**config.mk**
```make
export PLATFORM = sky130hd
export DESIGN_NAME = serial_subtractor_nand
export DESIGN_NICKNAME = d
export VERILOG_FILES = /design/src/rtl/serial_subtractor_nand.sv
export SDC_FILE = /design/constraint.sdc
export NUM_CORES = 1
export LEC_CHECK = 0
export ABC_CLOCK_PERIOD_IN_PS = 3340
export CAP_MARGIN = 10
export CORE_ASPECT_RATIO = 1.1
export CORE_MARGIN = 2
export CORE_UTILIZATION = 45
export DETAILED_ROUTE_END_ITERATION = 6
export PLACE_DENSITY = 0.74
export SYNTH_ARGS = -nofsm -noshare
export SYNTH_HDL_FRONTEND = slang
export SYNTH_SLANG_ARGS = --single-unit
```
**constraint.sdc**
```tcl
create_clock -name clk -period 3.34 [get_ports clk]
set_clock_uncertainty 0.2 [all_clocks]
set_input_delay 0.835 -clock clk [delete_from_list [all_inputs] [get_ports clk]]
set_output_delay 0.835 -clock clk [all_outputs]
set_load 0.02 [all_outputs]
```
**src/rtl/serial_subtractor_nand.sv**
```systemverilog
// serial_subtractor_nand: bit-serial a-b, LSB first, full-subtractor cell from 2-input NANDs only.
// Define SERIAL_SUB_OVF_EN to build the signed overflow flag; otherwise ovf is tied low.
module serial_subtractor_nand #(
    parameter int WIDTH = 8
) (
    input  logic             clk,
    input  logic             rst_n,
    input  logic             start,
    input  logic [WIDTH-1:0] a,
    input  logic [WIDTH-1:0] b,
    output logic             busy,
    output logic             done,
    output logic [WIDTH-1:0] diff,
    output logic             bout,
    output logic             ovf
);
    localparam int CW = $clog2(WIDTH);
    typedef enum logic {IDLE, SHIFT} state_t;
    state_t state, state_nxt;
    logic [WIDTH-1:0] opa, opb, res, res_nxt;
    logic [CW-1:0] cnt;
    logic brw, last, accept;
    logic n1, n2, n3, xo, m1, m2, m3, d, bo;
    // n3 and m3 are the inverted half-subtractor borrows, so one NAND merges them
    nand g1 (n1, opa[0], opb[0]);
    nand g2 (n2, opa[0], n1);
    nand g3 (n3, opb[0], n1);
    nand g4 (xo, n2, n3);
    nand g5 (m1, xo, brw);
    nand g6 (m2, xo, m1);
    nand g7 (m3, brw, m1);
    nand g8 (d, m2, m3);
    nand g9 (bo, n3, m3);
    assign res_nxt = {d, res[WIDTH-1:1]};
    assign last    = cnt == CW'(WIDTH - 1);
    assign accept  = state == IDLE && start;
    assign busy    = state == SHIFT;
    always_comb begin
        state_nxt = accept ? SHIFT : (state == SHIFT && last) ? IDLE : state;
    end
    always_ff @(posedge clk or negedge rst_n) begin
        if (!rst_n) begin
            state <= IDLE;
            opa   <= '0;
            opb   <= '0;
            res   <= '0;
            brw   <= 1'b0;
            cnt   <= '0;
            done  <= 1'b0;
            diff  <= '0;
            bout  <= 1'b0;
        end else begin
            state <= state_nxt;
            done  <= 1'b0;
            if (accept) begin
                opa <= a;
                opb <= b;
                brw <= 1'b0;
                cnt <= '0;
            end else if (state == SHIFT) begin
                res <= res_nxt;
                opa <= opa >> 1;
                opb <= opb >> 1;
                brw <= bo;
                cnt <= cnt + CW'(1);
                if (last) begin
                    diff <= res_nxt;
                    bout <= bo;
                    done <= 1'b1;
                end
            end
        end
    end
`ifdef SERIAL_SUB_OVF_EN
    logic a_msb, b_msb;
    always_ff @(posedge clk or negedge rst_n) begin
        if (!rst_n) begin
            a_msb <= 1'b0;
            b_msb <= 1'b0;
            ovf   <= 1'b0;
        end else if (accept) begin
            a_msb <= a[WIDTH-1];
            b_msb <= b[WIDTH-1];
        end else if (state == SHIFT && last) begin
            ovf <= (a_msb ^ b_msb) & (a_msb ^ d);
        end
    end
`else
    assign ovf = 1'b0;
`endif
endmodule

```
; After elaboration in Yosys (flattened, before gate mapping)
; Cells that the tools add are included.
[word_totals]
inputBits = 19
output_inout_bits = 12
regBits = 39
word_cells = 50
[op_classes]
reduce_logical = 6
n_bitwise = 20
eq_ne = 1
mux = 13
addsub = 1
[op_table]
columns = op, n
row1 = two-way mux 8 bit, 4
row2 = NOT 1 bit, 11
row3 = bitwise AND 1 bit, 9
row4 = two-way mux 1 bit, 7
row5 = two-way mux 3 bit, 2
row6 = nonzero test 2 bit, 2
row7 = "adder 3 x 1 -> 3 bit, second input constant", 1
row8 = "equality test 3 bit, second input constant", 1
row9 = AND reduction 3 bit, 1
row10 = logical AND 1 bit, 2
row11 = AND reduction 2 bit, 1

; Depth between registers and ports, before layout
[depth]
depth_word = 14
mapped_depth = 4
ltp_nobuf = 4

; Least setup slack after synthesis
; OpenSTA, ideal clock, no wires.
[synth_timing]
path_kind = input-to-reg
from = input port start
to = register opa[3]
t_arrival_ns = 1.332
stages = 4
required_time_ns = 3.017
n_path_buf = 2
setup_slack_ns = 1.685
setup_ns = 0.123
cell_sequence = buf_6 > buf_12 > mux2i_1 > o21ai_1
[synth_via]
elab_chain_len = 2
word_cells_on_any_way = 3
classes_between = 1 x mux / 2 x reduce/logical
[synth_rtl]
columns = element, line
row1 = "start, declared", 8  ; input logic start,
row2 = logical AND 1 bit (*), 36  ; assign accept = state == IDLE && start;
row3 = two-way mux 8 bit or nonzero test 2 bit (tied branches), --
row4 = "end signal, assigned", 62  ; opa <= opa >> 1;
row5 = "end, declared", 20  ; logic [WIDTH-1:0] opa, opb, res, res_nxt;
; Every way passes the cells marked *; elsewhere a longest branch is shown, timed or not.
; A chain may end at the register's enable or synchronous reset.

; Worst setup path after layout
[layout_timing]
from = register diff[5]
to = output port diff[5]
[layout_lines]
columns = element, line
row1 = "start, declared", 13  ; output logic [WIDTH-1:0] diff,
row2 = "start signal, assigned", 67  ; diff <= res_nxt;
; No word-level cell between the ends.

==> metrics.txt <==
status=complete, no violations; placed insts=between 150 and 200; YS warnings=0; Die Y=68.3 um; # IOs=31; WHS Path Cells=2; share of cells above drive strength 1=18.7%; final non-filler cell total=just over 200; Final ANT Viol Nets=0; Net Sw Frac=approximately a third; CTS buffer count=5; setup TNS=0 ps; Synth top area share=between 50% and 60%; Register Area=approximately 950 um^2; leakage=between 0.001 and 0.0015 uW; count of buffer and inverter cells on the critical path=1; largest family of logic cells by synthesized area=multiplexers; clock power share=between 10% and 20%; worst-margin pin slew=822 ps; Max H-tree Level=2; die footprint=roughly 0.0043 mm^2; initial antenna violation count=0; critical-path maximum fanout=2; Post-CTS Setup Bufs=0; starting density of the core=46.6%; clk root buf=clkbuf_8; Die X=62.4 um; Detailed Place HPWL=roughly 1900 um; total iterations of the first detailed-routing run=4; endpoints failing setup=0; sw power=about 620 uW; DRC=0; critical path's slowest cell=clkdlybuf4s50_1; area of the core=~0.0036 mm^2; crit-path cells=clkdlybuf4s50_1; M3 GR Usage=under 10%; nets@finish=~180; area of the multi-input gates=approximately 640 um^2; vias=between 900 and 1000; WL final=2730 um; Seq/Total Area, Yosys=around 56%; synthesized cell area=0.00169 mm^2; main area contributors after synthesis=dfrtp_1, mux2_4, mux2i_1, nand2_1, o21ai_0; Yosys cell types=19; Placer Congestion=0.705; Pwr Density=roughly 930 mW/mm^2; first-pass GRT wire length=approximately 4700 um; post-synthesis mux area share=about a quarter; Post-CTS Resized=0; largest net degree at the start of global routing=45; post-route clock period utilization=around 70%; PnR Total Power=around 1900 uW; most frequent cell after synthesis=dfrtp_1; cell internal pwr=roughly 1300 uW; slowest stage delay, CP=620 ps; Seq cells post-synth=38; Max clock buf depth=2; crit path launch type=flop; vias per inst=about 4.8; Syn Inst Count=124; Synth Area in Compound Gates=around 5.7%; simple-gate share of the synthesized area=under 10%; Worst-Skew Late Latency=roughly 280 ps; post-synthesis adder-cell area fraction=between 2 and 3%; final hold viol count=0; RSZ-0062 raised after global routing=false; FILL cells=about 340; hold_buf cts=0; DRT iter0 DRCs=45; grt total ovfl=0; Worst-path clk slew=approximately 70 ps; Main synth FF type=dfrtp_1; GRT Total Usage=about 15%; XOR/XNOR share of the synthesized area=0%; max cap viols=0; Yosys top cell by area=dfrtp_1; CTS Sinks=38; VDD IR-drop max=about 0.00037 V; worst hold slack=290 ps; Antenna Cells=0; post-layout min period=~2300 ps; Layout area overhead=23.5%; Crit. End Element=output port; final slew viol count=0; syn_nets=~150; CP arrival=roughly 1300 ps; EDFF count, synth=0; Worst Path Required=roughly 2300 ps; met2 usage=roughly 28%; routed len/inst=~13 um; FP Rows=23; combinational fraction of design power=approximately two fifths; Fmax=around 440 MHz; PortBufs=29; Crit path depth=1; Crit Path Class=reg2out; hold crit path type=reg2reg; Post-synth ARST share=100%; commonest cells in the synthesized netlist=dfrtp_1, mux2i_1, mux2_4, nand2_1; CTS tree=done; Sequential Power Share=a little over 40%; layer with the highest usage=met2; CP top delay family=buffers and inverters; R2R cell count=4; met1 Use GR=around 16%; Mean Syn Cell Area=about 14 um^2; Core Util, Final=between 50% and 60%; vias in the first global route=slightly above 1000; Slew headroom=approximately 45%
path summary, 6_finish.rpt:
kind	from	endpoint	slack (ps)
hold reg to reg	opb[1]$_DFFE_PN0P_	opb[0]$_DFFE_PN0P_	290
setup reg to reg	cnt[0]$_DFFE_PN0P_	diff[7]$_DFFE_PN0P_	1700
min in group asynchronous	rst_n	res[5]$_DFFE_PN0P_	440
setup / recovery	diff[5]$_DFFE_PN0P_	diff[5]	1040
max in group asynchronous	rst_n	res[1]$_DFFE_PN0P_	1980
hold / removal	opb[1]$_DFFE_PN0P_	opb[0]$_DFFE_PN0P_	290
state kept, by name, indices dropped and copies added, names as in the netlist:
signal  flops
opb         8
bout        1
diff        8
busy        1
brw         1
opa         8
res         7
done        1
cnt         3
layout by cell type (no fill, tap or decap), drive strengths merged:
| cell | instances |
|---|---|
| ha | 2 |
| o21ai | 14 |
| dfrtp | 38 |
| buf | 3 |
| a22o | 3 |
| mux2i | 17 |
| nand2 | 15 |
| clkbuf | 8 |
| clkdlybuf4s50 | 28 |
| nor2 | 3 |
| mux2 | 17 |
| fa | 1 |
| conb | 1 |
| inv | 5 |
metrics by stage:
step	worst slack (ps)	instance area [um^2]
6_report	1040	2090
2_1_floorplan	1680	1690
4_1_cts	1030	2090
5_1_grt	998	2090
3_5_place_dp	995	1980
3_3_place_gp	1050	1980
power by group through the flow:
stage / sequential (uW) / combinational (uW) / clock (uW)
floorplan: 846 / 532 / 0
global placement: 785 / 775 / 0
detailed placement: 800 / 816 / 0
CTS: 792 / 818 / 372
global route: 819 / 865 / 401
finish: 789 / 801 / 358
cell families (layout without fill, tap and decap cells):
family	count (synthesis)	count (layout)
flip-flops	38	38
multiplexers	34	34
AND/OR/NAND/NOR	18	18
AO/OA/AOI/OAI	17	17
buffers and inverters	13	44
adder cells (fa/ha/maj)	3	3
other	1	1
routing by layer:
layer / share of wire (%) / vias to the layer above
met5: 0 / -
met3: 5.1 / 4
li1: - / 474
met1: 42 / 475
met2: 52 / 26
met4: 1.3 / 0
layout make-up:
| type | instances | share of cell area, % |
|---|---|---|
| inverters | 5 | 0.900 |
| well taps | 50 | 3.00 |
| multi-input cells | 73 | 30.8 |
| flip-flops and latches | 38 | 45.6 |
| repair buffers | 31 | 14.4 |
| clock buffers | 8 | 5.28 |
Power figures use the tool's default switching activity.
==> RTL edit 1: new RTL, same settings <==
Set the parameter `WIDTH` to 16 (it was 8).
--- a/src/rtl/serial_subtractor_nand.sv
+++ b/src/rtl/serial_subtractor_nand.sv
@@ -1,7 +1,7 @@
 // serial_subtractor_nand: bit-serial a-b, LSB first, full-subtractor cell from 2-input NANDs only.
 // Define SERIAL_SUB_OVF_EN to build the signed overflow flag; otherwise ovf is tied low.
 module serial_subtractor_nand #(
-    parameter int WIDTH = 8
+    parameter int WIDTH = 16
 ) (
     input  logic             clk,
     input  logic             rst_n,
Ports: changed (resized a, b and diff); port bits go from 31 to 55. No check against the original RTL was run, so the function may have changed too.
==> RTL edit 1 against the unedited design <==
Routed wire length rose by 100%. Synthesized area rose by 76%. Combinational power rose by 29%. Largest power group is now registers. Sequential cell count rose by 33. Design area rose by 78%. Core utilization fell by 0.27 points. Register-to-register slack got worse by 0.46 ns. Setup slack got worse by 0.059 ns. Total power rose by 58%.
==> RTL edit 1: results (changes against the unedited design) <==
Logic synthesis
  • Most frequent cells after synthesis: nand2_1, dfrtp_1, mux2i_1 (was dfrtp_1, mux2i_1, mux2_4, nand2_1)
  • Synth top area cells: dfrtp_1, mux2i_1, nand2_1 (was dfrtp_1, mux2_4, mux2i_1)
  • XOR/XNOR Fraction of Synth Area: 0.589% (was 0%)
  • Compound-gate portion of the synthesized area: 6.19% (was 5.70%)
  • Post-Syn Nets: 305 (was 146)
  • Multiplexer share of the synthesized area: 16.5% (was 24.5%)
  • Synth Area in Adders: 1.09% (was 2.67%)
  • Library cells used by synthesis: 21 (was 19)
  • Avg Cell Area, Syn: 11.1 µm² (was 13.6 µm²)
  • Sequential share of the synthesized area: 59.8% (was 56.3%)

Place
  • Placed cells: 391 (was 197)
  • Dpl cell area: 3540 µm² (was 1980 µm²)
  • Final HPWL DP: 3.54 mm (was 1.94 mm)
  • I/O Buffers: 53 (was 29)
  • RD Place Congestion: 0.678 (was 0.705)

Setup path
  • Crit path capture: diff[14] (was diff[5])
  • Critical Path Start: diff[14] (was diff[5])
  • Worst EP arrival: 1.32 ns (was 1.26 ns)
  • FF-to-FF End: busy (was diff[7])
  • Flop-to-flop setup slack: 1.24 ns (was 1.70 ns)
  • Reg-to-Reg Start: busy (was cnt[0])

Pwr
  • Clk network pwr share: 19.3% (was 18.4%)
  • Comb power frac: 33.5% (was 41.1%)
  • Peak VDD IR: 0.478 mV (was 0.366 mV)
  • Lkg Pwr: 0.00175 µW (was 0.00101 µW)

Layout
  • Final nets: 357 (was 176)
  • Layout Cells excl Fill: 406 (was 205)
  • Biggest regs: diff x16, opa x16, opb x16 (was diff x8, opa x8, opb x8)
  • Fraction of layout cells with a size suffix above 1: 11.1% (was 18.7%)

Global routing
  • First-pass GRT wire length: 9.38 mm (was 4.74 mm)
  • Grt met3 use: 3.84% (was 4.93%)
  • Largest net degree at the start of global routing: 82 (was 45)
  • Vias in the first global route: 1999 (was 1015)
  • GR Util All Layers: 17.2% (was 14.7%)
  • Grt met2 use: 25.3% (was 28.1%)
  • Met1 Resource Use GR: 24.0% (was 15.5%)

Route
  • Met1 WL: 2.63 mm (was 1.14 mm)
  • Metal3 WL: 294 µm (was 140 µm)
  • Vias per cell: 4.88 (was 4.78)
  • DRT iter0 DRCs: 98 (was 45)

STA
  • Final Cycle Share: 70.6% (was 68.8%)
  • Slew HR: 50.0% (was 45.2%)

Clocking
  • Worst-Skew Late Latency: 0.33 ns (was 0.28 ns)
  • # H-tree levels: 3 (was 2)

Run status
  • Status: complete, no violations (unchanged)
-- RTL edit 1: changes by cell type after synthesis, sizes merged, moves of 4 or more --
cell / change
nand2: +68
o21ai: +21
buf: +4
dfrtp: +33
clkbuf: +4
mux2i: +15
-- RTL edit 1: worst min path at each step --
stage | end | depth (start not counted) | start | slack (ns)
3_5_place_dp | diff[0] | 2 | res[1] | 0.26
5_1_grt | brw | 2 | brw | 0.31
4_1_cts | diff[0] | 2 | res[1] | 0.28
3_3_place_gp | diff[0] | 2 | res[1] | 0.25
2_1_floorplan | diff[0] | 2 | res[1] | 0.23
6_report | diff[0] | 2 | res[1] | 0.27
-- RTL edit 1: cell type report --
type	count	area [µm²]
clock buffer	14	163
clock inverter	1	5.00
fill	527	2770
inverter	4	17.5
multi-input combinational	177	1080
sequential	71	1780
tap	82	103
timing repair buffer	57	563
-- RTL edit 1: tightest hold or removal path, delay by kind of cell, from the launching register on --
kind,cells,cell delay [ns]
AND/OR/NAND/NOR,2,0.10
flip-flops,1,0.34
==> RTL edit 2: new RTL, same settings <==
Made on the original files. Register the input `start` before use. The logic sees it one clock later. The other inputs are not delayed to match.
--- a/src/rtl/serial_subtractor_nand.sv
+++ b/src/rtl/serial_subtractor_nand.sv
@@ -16,6 +16,13 @@
 );
     localparam int CW = $clog2(WIDTH);
     typedef enum logic {IDLE, SHIFT} state_t;
+
+    logic start_q;
+
+    always_ff @(posedge clk) begin
+        start_q <= start;
+    end
+
     state_t state, state_nxt;
     logic [WIDTH-1:0] opa, opb, res, res_nxt;
     logic [CW-1:0] cnt;
@@ -33,7 +40,7 @@
     nand g9 (bo, n3, m3);
     assign res_nxt = {d, res[WIDTH-1:1]};
     assign last    = cnt == CW'(WIDTH - 1);
-    assign accept  = state == IDLE && start;
+    assign accept  = state == IDLE && start_q;
     assign busy    = state == SHIFT;
     always_comb begin
         state_nxt = accept ? SHIFT : (state == SHIFT && last) ? IDLE : state;
Formal check against the unedited RTL: not equivalent (a bounded check fails within 4 cycles, from zero or initial values and one cycle with rst_n low).
==> RTL edit 2 against the unedited design <==
Die area rose by 1.1%. First-iteration DRC count down 67%. Sequential cell count up 1. Total power fell by 2.4%. Worst hold slack worse by 0.0018 ns. Highest routed layer unchanged. Design area fell by 0.48%. Synthesized area up 1.2%. Sequential power up 2%. Global-route usage down 1.0 points. Synthesized cell count rose by 0.81%. Setup slack better by 0.024 ns. Routed wire length decreased by 7.3%.
==> RTL edit 2: results (changes against the unedited design) <==
Global routing
  • GR Util All Layers: 13.7% (was 14.7%)
  • Largest net degree at the start of global routing: 45 (unchanged)
  • First-pass GRT wire length: 4.55 mm (was 4.74 mm)
  • Vias in the first global route: 1029 (was 1015)
  • Antenna violations before repair: 0 (unchanged)

Setup path
  • Kind of cell adding the most delay to the critical path: buffers and inverters (unchanged)
  • CP max FO: 2 (unchanged)
  • Max incr delay on CP: 0.60 ns (was 0.62 ns)
  • CP max-delay cell: clkdlybuf4s50_1 (unchanged)
  • Worst EP arrival: 1.24 ns (was 1.26 ns)

Logic synthesis
  • Synth top area cells: dfrtp_1, mux2_4, mux2i_1 (unchanged)
  • Sequential share of the synthesized area: 56.8% (was 56.3%)
  • Post-Syn Nets: 147 (was 146)
  • Library cells used by synthesis: 20 (was 19)
  • Most frequent cells after synthesis: dfrtp_1, mux2i_1, mux2_4, nand2_1 (unchanged)
  • FFs w/ async S/R, synth: 97.4% (was 100%)

Place
  • Setup WS pre-CTS: 1.36 ns (was 0.995 ns)
  • Final HPWL DP: 1.78 mm (was 1.94 mm)
  • RD Place Congestion: 0.668 (was 0.705)

Route
  • DRT Wirelength: 2.53 mm (was 2.73 mm)
  • DRT iter0 DRCs: 15 (was 45)
  • Vias: 993 (was 979)

Layout
  • Final nets: 176 (unchanged)
  • ANT cells: 0 (unchanged)
  • Fraction of layout cells with a size suffix above 1: 17.5% (was 18.7%)
  • Fillers: 328 (was 339)
  • Biggest regs: diff x8, opa x8, opb x8 (unchanged)

Run status
  • Status: complete, no violations (unchanged)

Pwr
  • Peak VDD IR: 0.340 mV (was 0.366 mV)
  • Lkg Pwr: 0.00100 µW (was 0.00101 µW)

Clocking
  • Root buf cell: clkbuf_8 (unchanged)
  • Max clock buf depth: 2 (unchanged)
  • Worst-Skew Late Latency: 0.28 ns (about the same)

STA
  • Setup Total Neg Slack: 0 ns (unchanged)
  • Slew @ Worst Pin: 0.934 ns (was 0.822 ns)
==> RTL edit 2: changes by cell type after synthesis, sizes merged <==
cell   unedited run  this run
dfxtp             0         1
==> RTL edit 2: metrics by stage <==
| stage | util (%) | total power (µW) | hold WS (ns) | cells | instance area (µm²) |
|---|---|---|---|---|---|
| 3_5_place_dp | 54.4 | 1620 | 0.280 | 197 | 1990 |
| 6_report | 56.8 | 1900 | 0.288 | 204 | 2080 |
| 5_1_grt | 56.8 | 2040 | 0.326 | 204 | 2080 |
| 2_1_floorplan | - | 1390 | 0.252 | 125 | 1710 |
| 3_3_place_gp | 54.4 | 1570 | 0.265 | 197 | 1990 |
| 4_1_cts | 56.8 | 1930 | 0.297 | 204 | 2080 |
==> RTL edit 2: area by class of cell <==
type                    count  area share (%)
flip-flops and latches     39            46.8
multi-input cells          73            31.0
repair buffers             30            14.1
clock buffers               6            3.98
well taps                  50            3.01
inverters                   5           0.904
clock inverters             1           0.241
==> RTL edit 2: power by group <==
part	switching, µW	internal [µW]
sequential	123	680
combinational	343	449
clock	143	162
==> RTL edit 2: worst paths after layout <==
kind / start / end / cells after the start / slack, ns
worst max-delay path: busy / busy / 1 / 1.07
worst min-delay path: opb[6] / opb[5] / 2 / 0.29
worst max register to register: start_q / cnt[0] / 2 / 1.55
worst min register to register: opb[6] / opb[5] / 2 / 0.29
max in group asynchronous: rst_n / opa[4] / 1 / 1.98
min in group asynchronous: rst_n / diff[6] / 1 / 0.45
==> RTL edit 2: layer usage <==
metal	wire length (µm)	up-vias	global-route usage [%]	share of wire [%]
li1	-	477	-	-
met1	1210	483	15.9	48
met2	1160	30	24.7	46
met3	132	3	4.38	5.2
met4	19	0	4.44	0.75
met5	0	-	0	0
==> RTL edit 2: kinds of logic after synthesis <==
kind of cell               count (synthesis)  synth area share (%)
AOI/OAI and AO/OA                         17                  5.64
other                                      1                 0.219
muxes                                     34                  24.2
DFF                                       39                  56.8
adders and majority gates                  3                  2.64
buffers and inverters                     13                  5.56
and+or+nand+nor                           18                  4.90
==> RTL edit 2: tightest hold or removal path: cells and delay by family, from the launching register on <==
kind / cells / cell delay (ns)
AOI/OAI and AO/OA: 1 / 0.06
DFF: 1 / 0.34
and+or+nand+nor: 1 / 0.05
